==> src/rtl/sdram_port.sv <==
// CPU-to-SDRAM bridge: posted-write FIFO with store-to-load forwarding in front
// of a simple level/handshake SDRAM controller port.
module sdram_port #(
    parameter logic [15:0] BASE  = 16'h4C00,
    parameter int          DEPTH = 2
) (
    input  logic        clki,
    input  logic        rst_n,
    input  logic [15:0] cpu_addr,
    input  logic [15:0] cpu_wdata,
    input  logic        cpu_rd,
    input  logic        cpu_wr,
    output logic [15:0] cpu_rdata,
    output logic        cpu_busy,
    output logic        cpu_ready,
    output logic [23:0] sd_addr,
    output logic [15:0] sd_wdata,
    input  logic [15:0] sd_rdata,
    output logic        sd_read,
    output logic        sd_write,
    input  logic        sd_busy,
    input  logic        sd_ready
);
    localparam int AW = (DEPTH > 1) ? $clog2(DEPTH) : 1;

    typedef enum logic [2:0] {IDLE, WR_ISSUE, WR_WAIT, RD_ISSUE, RD_WAIT} state_t;

    state_t state, state_n;

    logic [15:0]   fifo_addr [DEPTH];
    logic [15:0]   fifo_data [DEPTH];
    logic [AW-1:0] head, tail, idx;
    logic [AW:0]   count;
    logic          full, empty, pop, wr_ok, hit, fwd, rd_done;
    logic [15:0]   hit_data;
    logic          sd_read_n, sd_write_n;
    logic [23:0]   sd_addr_n;
    logic [15:0]   sd_wdata_n;

    assign full  = (count == (AW+1)'(DEPTH));
    assign empty = (count == '0);
    assign pop   = (state == WR_WAIT) && sd_ready;
    // A pop in the same cycle frees the slot the incoming write needs.
    assign wr_ok = cpu_wr && !cpu_ready && (!full || pop);

    // Scan oldest to youngest so the youngest matching entry wins.
    always_comb begin
        hit      = 1'b0;
        hit_data = '0;
        idx      = '0;
        for (int i = 0; i < DEPTH; i++) begin
            idx = head + AW'(i);
            if (((AW+1)'(i) < count) && (fifo_addr[idx] == cpu_addr)) begin
                hit      = 1'b1;
                hit_data = fifo_data[idx];
            end
        end
    end

    assign fwd      = cpu_rd && !cpu_ready && hit;
    assign cpu_busy = (cpu_wr && !wr_ok) || (cpu_rd && !cpu_ready);

    always_comb begin
        state_n    = state;
        sd_read_n  = sd_read;
        sd_write_n = sd_write;
        sd_addr_n  = sd_addr;
        sd_wdata_n = sd_wdata;
        rd_done    = 1'b0;
        case (state)
            IDLE: begin
                // Writes drain first so a read never overtakes an older write.
                if (!empty) begin
                    state_n    = WR_ISSUE;
                    sd_write_n = 1'b1;
                    sd_addr_n  = {8'h00, fifo_addr[head] - BASE};
                    sd_wdata_n = fifo_data[head];
                end else if (cpu_rd && !cpu_ready) begin
                    state_n   = RD_ISSUE;
                    sd_read_n = 1'b1;
                    sd_addr_n = {8'h00, cpu_addr - BASE};
                end
            end
            WR_ISSUE: if (sd_busy) begin
                state_n    = WR_WAIT;
                sd_write_n = 1'b0;
            end
            WR_WAIT:  if (sd_ready) state_n = IDLE;
            RD_ISSUE: if (sd_busy) begin
                state_n   = RD_WAIT;
                sd_read_n = 1'b0;
            end
            RD_WAIT: if (sd_ready) begin
                state_n = IDLE;
                rd_done = 1'b1;
            end
            default: state_n = IDLE;
        endcase
    end

    always_ff @(posedge clki or negedge rst_n) begin
        if (!rst_n) begin
            state     <= IDLE;
            head      <= '0;
            tail      <= '0;
            count     <= '0;
            cpu_ready <= 1'b0;
            cpu_rdata <= '0;
            sd_read   <= 1'b0;
            sd_write  <= 1'b0;
            sd_addr   <= '0;
            sd_wdata  <= '0;
        end else begin
            state     <= state_n;
            sd_read   <= sd_read_n;
            sd_write  <= sd_write_n;
            sd_addr   <= sd_addr_n;
            sd_wdata  <= sd_wdata_n;
            if (wr_ok) tail <= tail + 1'b1;
            if (pop)   head <= head + 1'b1;
            count     <= count + {{AW{1'b0}}, wr_ok} - {{AW{1'b0}}, pop};
            cpu_ready <= wr_ok || fwd || rd_done;
            if (fwd)          cpu_rdata <= hit_data;
            else if (rd_done) cpu_rdata <= sd_rdata;
        end
    end

    // Storage needs no reset: validity is tracked by head/count.
    always_ff @(posedge clki) begin
        if (wr_ok) begin
            fifo_addr[tail] <= cpu_addr;
            fifo_data[tail] <= cpu_wdata;
        end
    end

endmodule

==> config.mk <==
export PLATFORM = sky130hd
export DESIGN_NAME = sdram_port
export DESIGN_NICKNAME = d
export VERILOG_FILES = /design/src/rtl/sdram_port.sv
export SDC_FILE = /design/constraint.sdc
export NUM_CORES = 1
export LEC_CHECK = 0
export CORE_AREA = 2 2 115 117
export CTS_BUF_LIST = sky130_fd_sc_hd__clkbuf_4 sky130_fd_sc_hd__clkbuf_8
export DETAILED_ROUTE_END_ITERATION = 10
export DIE_AREA = 0 0 117 119
export PLACE_DENSITY = 0.75
export SYNTH_ARGS = -nofsm -noshare
export SYNTH_HDL_FRONTEND = slang
export SYNTH_SLANG_ARGS = --single-unit
==> constraint.sdc <==
create_clock -name clki -period 4.37 [get_ports clki]
set_input_delay 0.437 -clock clki [delete_from_list [all_inputs] [get_ports clki]]
set_output_delay 0.437 -clock clki [all_outputs]
set_load 0.1 [all_outputs]
Yosys cells after proc, flatten, opt, wreduce, memory -nomap -nowiden

Memories as Yosys holds them, arrays and structs flattened.
Index checks and enable logic that the tools add are counted.
W data, S select, Z words.

Add/sub/neg operators: 6
Order comparisons: 2
Equality and inequality tests: 15
Mux-type cells: 24
Bitwise gates (word level): 1
Reduce and logical (&&, ||, !) cells: 26

Operator list:

| kind                     | number |
|---|---|
| $mux W16                 | 4 |
| $mux W24                 | 2 |
| $eq A16 B16 Y1           | 2 |
| $sub A16 B15 Y16 const B | 2 |
| $mux W3                  | 5 |
| $pmux W3 S4              | 1 |
| $mux W1                  | 10 |
| $ne A2 B2 Y1 const B     | 5 |
| $logic_and A1 B1 Y1      | 8 |
| $reduce_and A4 Y1        | 2 |
| $eq A3 B2 Y1 const B     | 2 |
| $reduce_bool A2 Y1       | 3 |
| $logic_or A1 B1 Y1       | 4 |
| $lt A1 B2 Y1 const A     | 2 |
| $ne A2 B1 Y1 const B     | 2 |
| $pmux W1 S2              | 2 |
| $reduce_and A2 Y1        | 2 |
| $eq A3 B1 Y1 const B     | 1 |
| $eq A3 B3 Y1 const B     | 1 |
| $logic_not A1 Y1         | 3 |
| $logic_not A3 Y1         | 1 |
| $ne A3 B3 Y1 const B     | 1 |
| $reduce_and A3 Y1        | 1 |
| $add A1 B1 Y1 const B    | 2 |
| 6 further kinds          | 6 |

Register bits after elaboration: 66
Memory bits (writable): 64
Input bits: 54
Output and inout bits: 60
Logic and storage cells: 86
Memories: 2

Memory list:

| name      | depth | bits a word | read ports | clocked after Yosys merged registers in | write ports | RTL line | source |
|---|---|---|---|---|---|---|---|
| fifo_addr | 2     | 16          | 2          | 0                                       | 1           | 30       | `logic [15:0] fifo_addr [DEPTH];` |
| fifo_data | 2     | 16          | 2          | 0                                       | 1           | 31       | `logic [15:0] fifo_data [DEPTH];` |

Depth between registers and ports, before layout

An unclocked memory read counts as a cell.

Depth after elaboration: 8
Depth in mapped cells: 11
Depth with buffers taken out: 8

Worst setup path before layout

OpenSTA, ideal clock, no wires.

Path kind: register to register
Start point: reg state[2]
End point: mem fifo_addr[0][0], enable pin
Library setup time: 421 ps
Data arrival time: 2693 ps
Data required time: 3949 ps
Setup slack: 1255 ps
Cell stages (with the launch flop): 5
Path buffers: 1
Period minus slack after synthesis: 3115 ps
Cells stage by stage: dfrtp_1 clkbuf_1 nor4b_1 o311ai_1 nor2_1

Word-level cells in the longest chain between the ends: 6

RTL lines:

| item                          | RTL line | source |
|---|---|---|
| start: declaration            | 28       | `state_t state, state_n;` |
| start signal: assignment      | 114      | `state <= state_n;` |
| $eq A3 B2 Y1                  | 42       | `assign pop = (state == WR_WAIT) && sd_ready;` |
| $logic_and A1 B1 Y1           | 42       |  |
| net pop                       | 34       | `logic full, empty, pop, wr_ok, hit, fwd, rd_done;` |
| $logic_or A1 B1 Y1            | 44       | `assign wr_ok = cpu_wr && !cpu_ready && (!full \|\| pop);` |
| $logic_and A1 B1 Y1           | 44       |  |
| $mux W1                       | 130      | `if (wr_ok) begin` |
| $mux W1 (not written as such) | 131      | `fifo_addr[tail] <= cpu_addr;` |
| end: declaration              | 30       |  |

The timed path passes the listed nets, and every way through them passes these cells.

Worst setup path in the final report

Start point: reg head
End point: reg cpu_rdata[9]

Word-level cells in the longest chain between the ends: 7
Elaborated cells between the ends (all ways): 14
Classes of those cells: 1 x add/sub; 2 x eq/ne; 5 x mux; 4 x reduce/logical; 2 x memory

RTL lines:

| item                                                         | RTL line | source |
|---|---|---|
| start: declaration                                           | 32       | `logic [AW-1:0] head, tail, idx;` |
| start signal: assignment                                     | 120      | `if (pop) head <= head + 1'b1;` |
| $add A1 B1 Y1 / $mem_v2 Z2 W16 (equally long branches)       | -        |  |
| $mem_v2 Z2 W16 / $eq A16 B16 Y1 (equally long branches)      | -        |  |
| $eq A16 B16 Y1 / $logic_and A1 B1 Y1 (equally long branches) | 53       | `if (((AW+1)'(i) < count) && (fifo_addr[idx] == cpu_addr)) begin` |
| $logic_and A1 B1 Y1 / $mux W1 (equally long branches)        | 53       |  |
| $mux W1                                                      | 53       |  |
| $logic_and A1 B1 Y1                                          | 60       | `assign fwd = cpu_rd && !cpu_ready && hit;` |
| $mux W16 / $reduce_bool A2 Y1 (equally long branches)        | -        |  |
| end signal: assignment                                       | 123      | `if (fwd) cpu_rdata <= hit_data;` |
| end signal: assignment                                       | 124      | `else if (rd_done) cpu_rdata <= sd_rdata;` |
| end: declaration                                             | 13       | `output logic [15:0] cpu_rdata,` |

Parallel ways exist; a longest one is shown, timed or not.
A chain may end at the register's enable or synchronous reset.

==> results.cfg <==
[route]
initialDrtViolationCount = 293
vias = 4498
viasPerCell = 5.317
drtAntennaViolNets = 0
route.detailed.wl_per_inst_um = 16.55
route.detailed.drc = 0
routed_wl_mm = 14.00
detailed_routing_iteration_count_for_the_pre_antenna_repair_pass = 4

[clock_tree]
tritoncts_num_sinks = 122
cts_tree = done
cts.htree.levels = 4
cts_hold_buffers = 1
cts_resized = 0
worst_skew_pair.late_latency_ps = 440
clk_pin_slew_worst_paths_ps = 70
clock-root-buffer = clkbuf_8
numCtsBuffers = 17
cts_buffer_depth = 2
cts.repair_timing.setup_buffer_count = 0

[global_routing]
globalRouteOverflowTotal = 0
initial_antenna_violation_count = 0
grtUsageTotal_pct = 20.97
grt_start_max_net_pins = 56
grt_pass1_vias = 4483
grt_first_pass_wirelength_mm = 22.26

[place]
dp_hpwl_mm = 9.544
buffer_ports.inserted = 105
place.gp.congestion = 0.8163

[cells_and_area]
syn2layout_area_growth_pct = 26.24
num-fill-cells = 1071
drive_gt1_share_pct = 10.30
antennaDiodeCount = 0
nNetsFinal = 714

[synthesis]
synth_area_mm2 = 0.006170
post_synth_edffs = 64
async_reset_ff_share_pct = 47.54
synth_commonest_cells = 74 x o21ai_0, 64 x edfxtp_1, 58 x dfrtp_1
synth.top_cells.by_area = edfxtp_1 31%, dfrtp_1 24%, mux2i_1 7.1%
yosys.cell_types.count = 44
yosys.area.top_type = edfxtp_1
ys.warnings.count = 0
synth.ff_latch_count = 122
synth_top_cell_area_share_pct = 31.15
syn-instance-count = 560
most_numerous_cell_in_the_yosys_netlist = o21ai_0
postSynthAreaPerCell_um2 = 11.02
synth_ff_type = edfxtp_1
synth-seq-area-share_pct = 54.67

[sta]
rsz_0062_raised_after_global_routing = false
final_max_slew_viol_count = 0
final_min_period_over_clock_period_pct = 79.60
worst_slew_margin_rel_pct = 32.51
timing.clock.skew_ps = 9.109
hold_viol_final = 0
setup_violations = 0
worstMarginPinSlew_ps = 1010
fmaxAchievable_mhz = 287.5
layout_min_cycle_time_ps = 3479
fin_tns_setup_ps = 0

[setup_path]
cp-end-kind = flop
startpoint_kind_of_the_worst_setup_timing_path = flop
regToRegStartpoint = head
timing.reg2reg.setup_slack_ps = 890
regToRegEndpoint = cpu_rdata[9]
worst-endpoint-arrival_ps = 3840
critPathMaxFanout = 45
cp_data_required_time_ps = 4730
reg2reg_depth = 7
path_class = reg -> reg

[floorplan]
die_h_um = 119
pin_count = 114
fp.dieArea_mm2 = 0.01392
floorplan.die.width_um = 117
initial_utilization_pct = 47.92
count_of_standard_cell_rows = 42
core_area_mm2 = 0.01287

[min_path]
hold_class = in -> async

[run]
drv.max_cap_violation_count = 0

[outcome]
outcome = completed
how the worst max path moves through the flow:
stage | startpoint | to | slack, ps | cells past startpoint
6_report | head | cpu_rdata[9] | 890 | 7
5_1_grt | head | cpu_rdata[9] | 610 | 7
4_1_cts | head | cpu_rdata[9] | 880 | 7
3_5_place_dp | head | cpu_rdata[7] | 920 | 7
3_3_place_gp | sd_ready | fifo_data[1][10] | 1110 | 6
2_1_floorplan | state[2] | fifo_addr[0][0] | 1260 | 4
layout make-up:
class                   instances  area [µm²]  share of cell area (%)
clock inverters                13       196.4                   2.522
flip-flops and latches        122        3377                   43.36
inverters                       7       26.28                  0.3373
multi-input cells             396        2589                   33.24
clock buffers                  19       261.5                   3.357
well taps                     176       220.2                   2.827
repair buffers                113        1119                   14.36
flip-flops by register name (all words and copies together) (netlist names), 2 cells and up:
| name | count |
|---|---|
| fifo_addr | 32 |
| sd_wdata | 16 |
| state | 3 |
| cpu_rdata | 16 |
| fifo_data | 32 |
| sd_addr | 16 |
| count | 2 |
kinds of logic after synthesis:
family / count (synthesis) / synth area share [%]
XOR/XNOR: 38 / 5.394
adder cells (fa/ha/maj): 3 / 0.6085
buffers and inverters: 49 / 3.955
other: 1 / 0.06078
AO/OA/AOI/OAI: 128 / 10.91
multiplexers: 65 / 11.28
AND/OR/NAND/NOR: 154 / 13.12
flip-flops: 122 / 54.67
through the flow:
| stage | std cells | util (%) | instance area (µm²) | hold WS (ps) | worst slack (ps) |
|---|---|---|---|---|---|
| global route | 846 | 60.50 | 7789 | 330.7 | 612.8 |
| detailed placement | 813 | 56.86 | 7321 | 242.0 | 919.6 |
| CTS | 846 | 60.50 | 7789 | 290.6 | 875.3 |
| global placement | 813 | 56.86 | 7321 | 237.6 | 1107 |
| finish | 846 | 60.50 | 7789 | 314.6 | 891.4 |
| floorplan | 567 | - | 6196 | 141.4 | 1255 |
per-layer routing:
layer	vias up	GRT usage [%]	share of wire, %
met3	25	5.089	5.6
met4	0	8.750	2.2
li1	2173	-	-
met1	2149	26.11	43
met5	-	0	0
met2	151	34.68	49
critical path, cell delays in order (launching register included):
cell and delay (ps):
dfrtp_4 890, mux2i_1 350, nand3b_1 130, a2111oi_2 400, nand4_2 430, a21oi_2 840, o21ai_1 180, a21oi_1 160
cell usage in the layout (no fill, tap or decap), drive strengths merged, types with 2 or more instances in the layout:
cell,synthesis,final
a21oi,32,32
buf,17,9
bufinv,0,5
clkbuf,25,19
clkdlybuf4s50,0,103
clkinv,0,5
clkinvlp,0,2
conb,1,8
dfrtp,58,58
edfxtp,64,64
ha,3,3
inv,7,8
mux2,17,17
mux2i,48,48
nand2,47,47
nand2b,20,20
nand3b,2,2
nand4,2,2
nor2,35,35
nor2b,17,17
nor3,2,2
nor4,6,6
o211ai,2,2
o21ai,90,90
or4,16,16
xnor2,34,34
xor2,4,4
Power is not shown: default switching activity piles up to over one toggle a cycle in this logic, so the estimate is an artifact.
